`src/rtl/uart_tx_buffer.sv`:
```
// Byte FIFO feeding the UART transmitter; issues one-cycle pulses when idle.
// Define UART_TX_BUF_OVF_EN to enable the sticky overflow flag.
module uart_tx_buffer #(
  parameter int data_bits     = 8,
  parameter int depth         = 16,
  parameter int start_timeout = 16
) (
  input  logic                       clk_i,
  input  logic                       rst_i,
  input  logic [data_bits-1:0]       wr_data_i,
  input  logic                       wr_en_i,
  input  logic                       tx_active_i,
  output logic [data_bits-1:0]       tx_data_o,
  output logic                       tx_data_vld_o,
  output logic                       full_o,
  output logic                       empty_o,
  output logic [$clog2(depth+1)-1:0] level_o,
  output logic                       overflow_o,
  input  logic                       ovf_clr_i
);

  localparam int aw = $clog2(depth);
  localparam int cw = $clog2(depth+1);
  localparam int tw = (start_timeout > 1) ? $clog2(start_timeout) : 1;

  typedef enum logic [1:0] {
    IDLE,
    WAIT_START,
    WAIT_DONE
  } state_t;

  logic [data_bits-1:0] mem [depth];
  logic [aw-1:0]        wr_ptr;
  logic [aw-1:0]        rd_ptr;
  logic [cw-1:0]        count;
  logic [tw-1:0]        tmo;
  state_t               state;
  logic                 push;
  logic                 pop;

  assign full_o  = (count == cw'(depth));
  assign empty_o = (count == '0);
  assign level_o = count;

  assign push = wr_en_i && !full_o;
  assign pop  = (state == IDLE) && !empty_o && !tx_active_i;

  always_ff @(posedge clk_i) begin
    if (push) mem[wr_ptr] <= wr_data_i;
  end

  always_ff @(posedge clk_i or posedge rst_i) begin
    if (rst_i) begin
      wr_ptr        <= '0;
      rd_ptr        <= '0;
      count         <= '0;
      tmo           <= '0;
      state         <= IDLE;
      tx_data_o     <= '0;
      tx_data_vld_o <= 1'b0;
    end else begin
      if (push) wr_ptr <= wr_ptr + 1'b1;
      if (pop)  rd_ptr <= rd_ptr + 1'b1;
      if (push && !pop)      count <= count + 1'b1;
      else if (pop && !push) count <= count - 1'b1;
      tx_data_vld_o <= 1'b0;
      unique case (state)
        IDLE: begin
          if (pop) begin
            tx_data_o     <= mem[rd_ptr];
            tx_data_vld_o <= 1'b1;
            tmo           <= '0;
            state         <= WAIT_START;
          end
        end
        WAIT_START: begin
          // A transmitter that never starts must not stall the queue.
          if (tx_active_i)                          state <= WAIT_DONE;
          else if (tmo == tw'(start_timeout - 1))   state <= IDLE;
          else                                      tmo   <= tmo + 1'b1;
        end
        WAIT_DONE: begin
          if (!tx_active_i) state <= IDLE;
        end
        default: state <= IDLE;
      endcase
    end
  end

`ifdef UART_TX_BUF_OVF_EN
  logic ovf_q;

  always_ff @(posedge clk_i or posedge rst_i) begin
    if (rst_i)                    ovf_q <= 1'b0;
    else if (wr_en_i && full_o)   ovf_q <= 1'b1;
    else if (ovf_clr_i)           ovf_q <= 1'b0;
  end

  assign overflow_o = ovf_q;
`else
  logic unused_ovf_clr;

  assign unused_ovf_clr = ovf_clr_i;
  assign overflow_o     = 1'b0;
`endif

endmodule
```
`config.mk`:
```
export PLATFORM = sky130hd
export DESIGN_NAME = uart_tx_buffer
export DESIGN_NICKNAME = d
export VERILOG_FILES = /design/src/rtl/uart_tx_buffer.sv
export SDC_FILE = /design/constraint.sdc
export NUM_CORES = 1
export LEC_CHECK = 0
export ABC_AREA = 1
export ABC_CLOCK_PERIOD_IN_PS = 2800
export CORE_MARGIN = 4
export CORE_UTILIZATION = 37
export DETAILED_ROUTE_END_ITERATION = 16
export GPL_ROUTABILITY_DRIVEN = 1
export HOLD_SLACK_MARGIN = 0.15
export SYNTH_ARGS = -nofsm -noshare
export SYNTH_HDL_FRONTEND = slang
export SYNTH_SLANG_ARGS = --single-unit
```
`constraint.sdc`:
```
create_clock -name clk_i -period 2.8 [get_ports clk_i]
set_input_delay 0.42 -clock clk_i [delete_from_list [all_inputs] [get_ports clk_i]]
set_output_delay 0.42 -clock clk_i [all_outputs]
set_load 0.005 [all_outputs]
```
# After elaboration in Yosys (flattened, before gate mapping)
# Memory sizes are Yosys's and may differ from the RTL's. A register that Yosys moved wholly into a read port is not among the register bits.
# Index checks and enable logic that the tools add are counted.
dict set report totals {
  register_bits 20
  ramBits 128
  input_bits 13
  out_inout_bits 17
  memories 1
}
# name words width read_ports rd_ports_with_merged_regs write_ports line_no
set memory_table {}
lappend memory_table {mem 16 8 1 1 1 32} ;# logic [data_bits-1:0] mem [depth];
dict set report classes {
  addsub 5
  eq_ne 9
  mux 15
  reduce_logical 17
}
# cell n
set op_table {}
lappend op_table {{$add 4x1->4 const B} 3}
lappend op_table {{$mux 4} 3}
lappend op_table {{$mux 5} 2}
lappend op_table {{$mux 2} 4}
lappend op_table {{$ne 2x2->1 const B} 4}
lappend op_table {{$pmux 4 s2} 1}
lappend op_table {{$pmux 2 s3} 1}
lappend op_table {{$add 5x1->5 const B} 1}
lappend op_table {{$eq 5x5->1 const B} 1}
lappend op_table {{$logic_and 1x1->1} 5}
lappend op_table {{$logic_not 1->1} 5}
lappend op_table {{$logic_not 5->1} 1}
lappend op_table {{$sub 5x1->5 const B} 1}
lappend op_table {{$eq 4x4->1 const B} 1}
lappend op_table {{$mux 1} 4}
lappend op_table {{$reduce_and 4->1} 1}
lappend op_table {{$reduce_bool 2->1} 2}
lappend op_table {{$ne 3x3->1 const B} 1}
lappend op_table {{$reduce_and 3->1} 1}
lappend op_table {{$eq 2x1->1 const B} 1}
lappend op_table {{$eq 2x2->1 const B} 1}
lappend op_table {{$logic_not 2->1} 1}
lappend op_table {{$reduce_and 2->1} 1}

# Logic depth before layout (Yosys ltp)
dict set report logic_depth {
  word_depth 7
  mapped_depth 13
  ltp_nobuf 13
}

# Worst setup path before layout
# No wires, ideal clock.
dict set report synth_path {
  path_type {reg2reg}
  startpoint {register count[0] (netlist: level_o[0])}
  endpoint {register count[4] (netlist: level_o[4])}
  setup_ns 0.121
  arrival_time_ns 2.120
  t_required_ns 2.679
  path_slack_ns 0.559
  path_stages_with_launch 14
  cell_sequence {dfrtp_1 > nor2_1 > nand4_1 > nand2_1 > buf_2 > ha_1 > inv_1 > ha_1 > a21oi_1 > o21ai_0 > a21oi_1 > o21ai_0 > nand2_1 > nand2_1}
}
dict set report synth_via {
  elab_chain_cells 7
  word_cells_on_any_way 16
  classes_between {add/sub: 2; eq/ne: 1; mux: 2; reduce/logical: 11}
}
# item line_no
set synth_lines {}
lappend synth_lines {{start, declared} 35} ;# logic [cw-1:0] count;
lappend synth_lines {{start signal, assigned} 64} ;# if (push && !pop) count <= count + 1'b1;
lappend synth_lines {{start signal, assigned} 65} ;# else if (pop && !push) count <= count - 1'b1;
lappend synth_lines {{parallel branches: the longest is 7 deep, another holds $sub 5x1->5} n/a}
# Several ways; the timed one is not identified. The select of a mux whose other input is x is not followed.
# A chain may end at the register's enable or synchronous reset.

# Worst setup path in the final report
dict set report layout_path {
  startpoint {register count[0] (netlist: level_o[0])}
  endpoint {register count[4] (netlist: level_o[4])}
}
dict set report layout_via {
  word_cells_on_any_way 16
  classes_between {add/sub: 2; eq/ne: 1; mux: 2; reduce/logical: 11}
}
# item line_no
set layout_lines {}
lappend layout_lines {{$eq 5x5->1 (*)} 41} ;# assign full_o = (count == cw'(depth));
lappend layout_lines {{$logic_not 1->1 (*)} 45} ;# assign push = wr_en_i && !full_o;
lappend layout_lines {{$logic_and 1x1->1 (*)} 45}
lappend layout_lines {{via push} 38} ;# logic push;
lappend layout_lines {{$logic_not 1->1} 65}
lappend layout_lines {{$logic_and 1x1->1} 65}
lappend layout_lines {{$reduce_bool 2->1 (no source line)} n/a}
# Mark *: on every way through the listed nets, which the timed path passes. The rest lies on a longest branch. The select of a mux whose other input is x is not followed.

==> key figures <==
Finish
  • Fin cells: 981
  • Layout area overhead: 18.1%
  • N_diodes: 0
  • Final nets: 764
  • Fillers: 1696
  • Share of layout cells above drive strength 1: 0.0851

Worst setup path
  • Peak fanout along the critical path: 7
  • Crit path capture type: flip-flop
  • RR Endpoint: level_o[4]
  • CP startpoint kind: flip-flop
  • Critical path type: flip-flop to flip-flop
  • Data arrival, critical path: 2.70 ns
  • Reg2Reg Depth: 13
  • R2r setup slk: 0.41 ns
  • WP data required: 3.11 ns
  • R2R Path Start: level_o[0]

Logic synthesis
  • Most frequent cells after synthesis: 217 x nand2_1, 128 x edfxtp_1, 119 x inv_1
  • Main synth FF type: edfxtp_1
  • Async set-reset flop share out of synthesis: 0.179
  • Sequential fraction of the synthesis area: 0.652
  • Top cell type by total area after synthesis: edfxtp_1
  • Synth warn: 0
  • Syn Nets: 720
  • Post-synthesis instance area: 6970 sq um
  • Synth unique cells: 28
  • Syn avg cell area: 10.0 sq um
  • Yosys reg bits: 156
  • Post-synth EDFFs: 128
  • Synth area leaders: edfxtp_1 55%, nand2_1 12%, dfrtp_1 10%
  • Area share of the largest cell type after synthesis: 0.552
  • Count leader, synth: nand2_1
  • Syn Inst Count: 695

Global route
  • Pin count of the biggest net entering global routing: 67
  • Grt ovf: 0
  • Antenna violations before repair: 0
  • First-pass GRT wire length: 24300 microns
  • Vias in the first global route: 4618
  • GR Util All Layers: 0.147

Power
  • Part of the power in registers: 0.363
  • Clock Power Share: 0.301
  • Comb pwr share: 0.337
  • Peak VDD IR: 584 uV
  • Cell-internal power: 5.57 mW
  • P_leak: 3.62 nW
  • Switching share of power: 0.348
  • Sw power: 2.98 mW
  • Cell Pwr Density: 1040 nW/um^2

Clock network
  • Post-CTS Setup Inserts: 0
  • H-tree depth: 4
  • Clk sink count: 156
  • Worst skew pair latency: 0.42 ns
  • CTS tree: built
  • CTS hold repair buffers: 0
  • Clock root buffer: clkbuf_16
  • Clk pin slew, worst setup/hold paths: 0.06 ns
  • CTS Buffer Depth: 2
  • Cts bufs inserted: 17
  • Post-cts resize count: 0

Placement
  • Dpl cells: 949
  • IO buf count: 27
  • Pre-CTS setup slack: 0.113 ns
  • DPL Wire Length: 9570 microns
  • Routability Congestion: 0.803

Timing
  • Final hold violation count: 0
  • FMAX: 419 MHz
  • Minimum clock period: 2.39 ns
  • Final TNS setup: 0 ns
  • Count of endpoints failing setup in the final report: 0
  • Fin worst setup slack: 0.412 ns
  • Setup Skew: 0.00480 ns
  • Rel. slew slack: 0.461
  • Final worst path period share: 0.853
  • Slew Viols, Final: 0
  • RSZ-0062 raised after global routing: false
  • Worst-margin pin slew: 0.805 ns

Route
  • Routed Antenna Nets: 0
  • WL final: 15100 microns
  • Initial DRC count: 344
  • Vias: 4619
  • First-pass DRT Iterations: 5
  • Vias per cell: 4.71
  • DR WL/cell: 15.4 microns
  • Drt drc: 0

Die
  • Die Y: 145 microns
  • Core area: 18300 sq um
  • Die Area: 21100 sq um
  • Die width: 145 microns
  • Top-Level Pins: 30
  • Initial Util: 0.381
  • Row count: 49

Job
  • Total of max-cap violations: 0

Run status
  • Status: complete, no violations

Min path
  • Min-delay worst type: primary input to asynchronous set/reset pin
## sequential cells by signal (all words and copies together) (netlist names)
signal and cells:
tmo 4, tx_data_vld_o 1, state 2, rd_ptr 4, wr_ptr 4, mem 128, level_o 5, tx_data_o 8
## layer usage
metal,track usage,vias to the layer above,wire length [microns]
met1,0.186,2172,6600
met5,0,-,0
met3,0.0243,25,552
met2,0.253,98,7600
met4,0.0598,0,336
li1,-,2324,-
## worst max-delay path by stage
stage	start	to	slack (ns)
after detailed placement	tx_active_i	level_o[4]	0.11
final	level_o[0]	level_o[4]	0.41
after global placement	tx_active_i	level_o[4]	0.11
after floorplan	level_o[0]	level_o[4]	0.56
after global routing	level_o[0]	level_o[4]	0.13
after CTS	level_o[0]	level_o[4]	0.40
## power groups by stage
stage	clock, mW	combinational (mW)	sequential [mW]
floorplan	0	1.96	3.10
global placement	0	2.88	3.14
detailed placement	0	2.91	3.15
CTS	2.61	2.92	3.10
global route	2.72	3.24	3.14
finish	2.57	2.88	3.10
## critical path, cell delays in order (launching register included)
cell	delay [ns]
dfrtp_1	0.43
nor2_1	0.16
nand4_1	0.11
nand2_1	0.12
inv_2	0.07
ha_1	0.22
inv_1	0.18
ha_1	0.30
a21oi_1	0.14
o21ai_0	0.14
a21oi_1	0.19
o21ai_0	0.11
nand2_1	0.06
nand2_1	0.04
## area by class of cell
cell class | instances | area [sq um] | area share
Clock buffer | 17 | 425 | 0.0517
Tap cell | 229 | 287 | 0.0348
Inverter | 123 | 462 | 0.0561
Timing Repair Buffer | 54 | 473 | 0.0575
Clock inverter | 15 | 246 | 0.0300
Sequential cell | 156 | 4550 | 0.552
Multi-Input combinational cell | 387 | 1790 | 0.218
## cells by family (layout without fill, tap and decap cells)
| kind of cell | Yosys count | count (layout) | share of synthesized area |
|---|---|---|---|
| DFF | 156 | 156 | 0.652 |
| xor gates and xnor gates | 7 | 7 | 0.00880 |
| other | 1 | 1 | 0.000538 |
| adders and majority gates | 12 | 12 | 0.0226 |
| buffers and inverters | 152 | 209 | 0.0907 |
| and+or+nand+nor | 349 | 349 | 0.211 |
| AOI/OAI and AO/OA | 18 | 18 | 0.0142 |
## placed cells by master, fill, tap and decap left out, types with 14 or more instances in the layout
| cell type | Yosys | final |
|---|---|---|
| clkdlybuf4s50_1 | 0 | 27 |
| nand3_1 | 101 | 101 |
| nand2_1 | 217 | 217 |
| inv_1 | 119 | 119 |
| dfrtp_1 | 28 | 27 |
| edfxtp_1 | 128 | 128 |
| clkbuf_16 | 0 | 17 |
| nor3_1 | 14 | 14 |
| buf_4 | 9 | 27 |
## metrics by stage
step / hold WS [ns] / power (mW) / cell area (sq um) / util
5_1_grt: 0.511 / 9.10 / 8230 / 0.450
3_3_place_gp: 0.474 / 6.01 / 7560 / 0.414
4_1_cts: 0.460 / 8.63 / 8230 / 0.450
2_1_floorplan: 0.472 / 5.06 / 6970 / -
6_report: 0.441 / 8.54 / 8230 / 0.450
3_5_place_dp: 0.464 / 6.05 / 7560 / 0.414
Power figures use the tool's default switching activity.
